<file path="config.mk">
export PLATFORM = sky130hd
export DESIGN_NAME = toggle_cover_tracker
export DESIGN_NICKNAME = d
export VERILOG_FILES = /design/src/rtl/cover_pkg.sv /design/src/rtl/cover_prio_enc.sv /design/src/rtl/toggle_cover_tracker.sv
export SDC_FILE = /design/constraint.sdc
export NUM_CORES = 1
export LEC_CHECK = 0
export BUFFER_PORTS_ARGS = -buffer_cell sky130_fd_sc_hd__buf_4
export CAP_MARGIN = 20
export CORE_MARGIN = 3
export CORE_UTILIZATION = 25
export DETAILED_ROUTE_END_ITERATION = 10
export REMOVE_ABC_BUFFERS = 1
export SLEW_MARGIN = 40
export SYNTH_ARGS = -nofsm -noshare
export SYNTH_HDL_FRONTEND = slang
export SYNTH_HIERARCHICAL = 1
export SYNTH_SLANG_ARGS = --single-unit
</file>
<file path="constraint.sdc">
create_clock -name clock -period 4.3 [get_ports clock]
set_input_delay 0.215 -clock clock [delete_from_list [all_inputs] [get_ports clock]]
set_output_delay 0.215 -clock clock [all_outputs]
set_load 0.005 [all_outputs]
</file>
<file path="src/rtl/cover_pkg.sv">
// Shared types for the toggle-cover tracker: FSM state encoding and the
// 64-bit report index type.
package cover_pkg;

  typedef enum logic [1:0] {
    ST_INIT = 2'd0,
    ST_RUN  = 2'd1,
    ST_DONE = 2'd2
  } cover_state_t;

  typedef logic [63:0] cover_idx_t;

  // Bits needed to number n events; never less than one.
  function automatic int idx_width(input int n);
    return (n <= 2) ? 1 : $clog2(n);
  endfunction

endpackage

</file>
<file path="src/rtl/cover_prio_enc.sv">
// Lowest-set-bit priority encoder: idx is the position of the lowest set bit
// of req, any flags that at least one bit is set.
module cover_prio_enc #(
  parameter int N  = 6,
  parameter int IW = 3
) (
  input  logic [N-1:0]  req,
  output logic [IW-1:0] idx,
  output logic          any
);

  always_comb begin
    idx = '0;
    any = |req;
    // Walk downwards so the lowest set bit is written last and wins.
    for (int i = N - 1; i >= 0; i--) begin
      if (req[i]) idx = IW'(i);
    end
  end

endmodule

</file>
<file path="src/rtl/toggle_cover_tracker.sv">
// Toggle-cover tracker: detects rise/fall events on each bit of sig, pulses
// them on valid, keeps a sticky coverage map and serialises reports.
//
// state   | meaning
// --------+---------------------------------------------------------------
// ST_INIT | waiting for the first sample_en cycle to capture a baseline
// ST_RUN  | sampling sig on sample_en, raising and reporting events
// ST_DONE | everything covered (first-hit mode); reports drain, no sampling
module toggle_cover_tracker
  import cover_pkg::*;
#(
  parameter int         WIDTH          = 3,
  parameter cover_idx_t COVER_INDEX    = 64'd0,
  parameter bit         FIRST_HIT_ONLY = 1'b1
) (
  input  logic                 clock,
  input  logic                 reset,
  input  logic                 sample_en,
  input  logic [WIDTH-1:0]     sig,
  output logic [2*WIDTH-1:0]   valid,
  output logic                 rpt_valid,
  input  logic                 rpt_ready,
  output cover_idx_t           rpt_index,
  output logic [2*WIDTH-1:0]   covered,
  output logic                 all_covered,
  output logic [15:0]          drop_cnt
);

  localparam int NEV = 2 * WIDTH;
  localparam int IW  = idx_width(NEV);

  cover_state_t   state, state_nxt;
  logic           capture, sample_go;
  logic [WIDTH-1:0] prev_sig;
  logic [NEV-1:0] det, emit, clr, pending, pending_nxt, drops;
  logic [IW-1:0]  rpt_bit, enc_idx;
  logic           enc_any, accept, hold;
  logic [16:0]    drop_sum;

  always_ff @(posedge clock) begin
    if (!reset) state <= ST_INIT;
    else        state <= state_nxt;
  end

  always_comb begin
    state_nxt = state;
    capture   = 1'b0;
    sample_go = 1'b0;
    case (state)
      ST_INIT: begin
        if (sample_en) begin
          capture   = 1'b1;
          state_nxt = ST_RUN;
        end
      end
      ST_RUN: begin
        sample_go = sample_en;
        if (FIRST_HIT_ONLY && all_covered) state_nxt = ST_DONE;
      end
      ST_DONE: state_nxt = ST_DONE;
      default: state_nxt = ST_INIT;
    endcase
  end

  always_comb begin
    det = '0;
    for (int i = 0; i < WIDTH; i++) begin
      det[2*i]   = sig[i] & ~prev_sig[i];
      det[2*i+1] = ~sig[i] & prev_sig[i];
    end
  end

  assign emit        = sample_go ? (det & (FIRST_HIT_ONLY ? ~covered : {NEV{1'b1}})) : '0;
  assign accept      = rpt_valid && rpt_ready;
  assign hold        = rpt_valid && !rpt_ready;
  assign clr         = accept ? (NEV'(1) << rpt_bit) : '0;
  // A re-detection in the accept cycle re-arms the bit and is not a drop.
  assign pending_nxt = (pending & ~clr) | emit;
  assign drops       = emit & pending & ~clr;
  assign all_covered = &covered;

  always_comb begin
    drop_sum = {1'b0, drop_cnt};
    for (int i = 0; i < NEV; i++) begin
      drop_sum = drop_sum + 17'(drops[i]);
    end
  end

  cover_prio_enc #(
    .N  (NEV),
    .IW (IW)
  ) u_prio (
    .req (pending_nxt),
    .idx (enc_idx),
    .any (enc_any)
  );

  always_ff @(posedge clock) begin
    if (!reset) begin
      prev_sig  <= '0;
      valid     <= '0;
      covered   <= '0;
      pending   <= '0;
      drop_cnt  <= '0;
      rpt_valid <= 1'b0;
      rpt_bit   <= '0;
      rpt_index <= '0;
    end else begin
      if (capture || sample_go) prev_sig <= sig;
      valid    <= emit;
      covered  <= covered | emit;
      pending  <= pending_nxt;
      drop_cnt <= drop_sum[16] ? 16'hFFFF : drop_sum[15:0];
      // The presented report stays frozen until the consumer takes it.
      if (!hold) begin
        rpt_valid <= enc_any;
        rpt_bit   <= enc_idx;
        rpt_index <= COVER_INDEX + cover_idx_t'(enc_idx);
      end
    end
  end

endmodule
</file>
==> flow_summary.yaml <==
timing:
  finalHoldViolCount: 0
  final.setup.tns_ns: 0
  final_number_of_setup_violating_endpoints: 0
  finalCritPeriodShare: 0.916
  finalCriticalPeriod_ns: 3.94
  tightestPinTransition_ns: 0.585
  rsz0062_at_grt: "false"
  final-max-slew-violation-count: 0
  max_freq_ghz: 0.254
  max-slew-margin-rel: 0.606
  post-route-worst-setup-slack_ns: 0.360
  finalClockSkew_ns: 0.00848
drt:
  routed_wire_length_per_instance_um: 11.1
  route.detailed.vias_per_inst: 3.98
  wirelength_met1_mm: 2.49
  wirelength_mm: 5.10
  highest_layer: "met4"
  wl_met2_mm: 2.20
  postRouteAntennaNets: 0
  dr_total_vias: 1823
  drt-pass1-iter-count: 4
  drt_iter0_markers: 51
  post-route-drc-count: 0
  met3RoutedLength_um: 369
placed_design:
  dp_worst_setup_slack_ns: 0.328
  postPlaceCellArea_mm2: 0.00266
  gp_congestion: 0.785
  post-dp-hpwl_mm: 3.99
  port-buffer-count: 39
synthesis:
  synth_top_area_frac: 0.352
  synth_async_sr_flop_share: 0
  postSynthAreaPerCell_um2: 8.61
  synthesis.yosys.warnings: 6
  yosys-top-cells-area: "dfxtp_1 (35%), buf_4 (19%), a21oi_1 (4.9%), nor2_1 (4.9%), fa_1 (3.3%)"
  postSynthCellCount: 284
  edff_count_synth: 0
  synth-xor-area-share: 0.0251
  yosysSeqAreaShare: 0.352
  yosys.area_share.adder: 0.0634
  synth_flop_cell: "dfxtp_1"
  synthesis.area_mm2: 0.00245
  yosysTopAreaCell: "dfxtp_1"
  synthDistinctLibCells: 49
  yosys.area_share.simple: 0.174
  synth_top_family_by_area: "buffers and inverters"
  synth.mux.area_fraction: 0.0327
  number_of_storage_elements_in_the_synthesis_netlist: 43
  compound_gate_portion_of_the_synthesized_area: 0.124
cells_and_area:
  seq_area_um2: 861
  layout.filler_cells: 1035
  final_nets: 345
  layout_cell_share_with_drive_strength_beyond_1: 0.179
  n_antenna_cell: 0
  multiInputGateArea_mm2: 0.00126
  layout-area-overhead-vs-synth_pct: 12.3
  fin_area_mm2: 0.00275
grt:
  antenna_found_initial: 0
  overflow: 0
  grt_pass1_wl_mm: 8.14
  grt_max_degree: 33
  grt_util_all_layers: 0.0899
  first_global_vias: 1679
die:
  die-height_um: 105
  die_width_um: 105
  die_area_mm2: 0.0110
  floorplan.core_area_mm2: 0.00937
  initial_utilization: 0.261
  row_count: 35
  io_pins: 101
worst_hold_path:
  timing.hold.worst.class: "in2reg"
critical_path:
  critical_path_arrival_ns: 4.11
  timing.critical_path.to_type: "flip-flop"
  crit_path_start_kind: "flip-flop"
  crit_fanout: 3
  criticalPathCategory: "reg2reg"
  worstPathRequired_ns: 4.47
clock_network:
  cts_htree_levels: 2
  cts_setup_buffers: 0
  clock_path_buffers: 2
  clk_transition_reported_paths_ns: 0.08
  worstSkewPairLatency_ns: 0.30
  cts-buffers-inserted: 5
  cts_tree: "built"
  ctsResizeCount: 0
  root_buffer: "clkbuf_8"
  cts_num_sinks: 43
  holdBufCountCts: 0
power:
  p_leak_uw: 0.00123
  power.ir.vdd_worst_v: 0.000143
  power_density_mw_per_mm2: 331
run:
  max_cap_viol_count: 0
status:
  status: "finished clean"
## critical path, stage by stage (launching register included)
cell	delay (ns)
dfxtp_1	0.32
inv_1	0.09
ha_1	0.17
inv_1	0.06
nor2_1	0.17
nand3_1	0.12
nor2_1	0.17
fa_1	0.46
fa_1	0.52
fa_1	0.49
fa_1	0.43
a21oi_1	0.28
nor2_1	0.12
nor4_1	0.30
a211oi_1	0.11
## path summary, 6_finish.rpt
path                                      to  depth (start not counted)  startpoint  slack (ns)
worst max-delay path            drop_cnt[15]                         14    state[1]        0.36
worst min-delay path             prev_sig[2]                          3      sig[2]        0.18
worst max register to register  drop_cnt[15]                         14    state[1]        0.36
worst min register to register      state[1]                          2    state[1]        0.48
## Yosys cell counts (2+ instances only)
| master | instances |
|---|---|
| buf_4 | 61 |
| dfxtp_1 | 43 |
| nor2_1 | 32 |
| a21oi_1 | 24 |
| inv_1 | 16 |
| nand2_1 | 16 |
| nand3_1 | 10 |
| mux2i_1 | 8 |
| o21ai_0 | 8 |
| ha_1 | 6 |
| a31oi_1 | 4 |
| fa_1 | 4 |
| xnor2_1 | 4 |
| clkbuf_1 | 3 |
| or3_1 | 3 |
| xor2_1 | 3 |
| a21o_1 | 2 |
| nand2b_1 | 2 |
| nand4_1 | 2 |
| nor3_1 | 2 |
| nor3b_1 | 2 |
| o31ai_1 | 2 |
## area by class of cell
type / count / area share
clock buffer: 6 / 0.0264
clock inverter: 2 / 0.00456
inverter: 16 / 0.0219
multi-input combinational: 219 / 0.457
sequential: 43 / 0.313
tap: 129 / 0.0588
timing repair buffer: 43 / 0.118
## report_power, final
| part | switching [µW] | internal, µW | leakage [µW] |
|---|---|---|---|
| clock network | 142 | 114 | 0.0000412 |
| logic | 109 | 88.8 | 0.000842 |
| registers | 25.1 | 431 | 0.000348 |
## metrics by stage
step | power, µW | instances | util | hold WS [ns]
floorplan | 595 | 278 | - | 0.355
global placement | 657 | 450 | 0.284 | 0.448
detailed placement | 663 | 450 | 0.284 | 0.478
CTS | 921 | 458 | 0.293 | 0.167
global route | 970 | 458 | 0.293 | 0.180
finish | 909 | 458 | 0.293 | 0.176
## placed cells by master, fill, tap and decap left out, drive strengths merged, types with 2 or more instances in the layout
master  netlist  layout
nor2         32      32
o31ai         2       2
nor3          2       2
nand4         2       2
dfxtp        43      43
a21oi        24      24
nand3        12      12
or3           5       5
conb          1      61
mux2i         8       8
xnor2         4       4
buf          62      43
xor2          3       3
and3          3       3
nor3b         2       2
inv          16      16
clkbuf        4       6
a21o          2       2
a31oi         4       4
nand2        16      16
ha            6       6
o21ai         8       8
fa            4       4
nand2b        2       2
## metal layers
metal | vias up | GRT usage
li1 | 921 | -
met1 | 823 | 0.125
met2 | 73 | 0.139
met3 | 6 | 0.0229
met4 | 0 | 0.0234
met5 | - | 0
## flip-flops by register name (all words and copies together) (netlist names)
| signal | flops |
|---|---|
| covered | 6 |
| drop_cnt | 16 |
| pending | 6 |
| prev_sig | 3 |
| rpt_bit | 3 |
| rpt_valid | 1 |
| state | 2 |
| valid | 6 |
## kinds of logic after synthesis
kind of cell / count (synthesis)
simple gates: 83
mux: 8
compound gates: 50
other cells: 1
flops: 43
buf+inv: 82
fa+ha+maj: 10
xor+xnor: 7
Note: power is estimated with default switching activity, not from simulation.
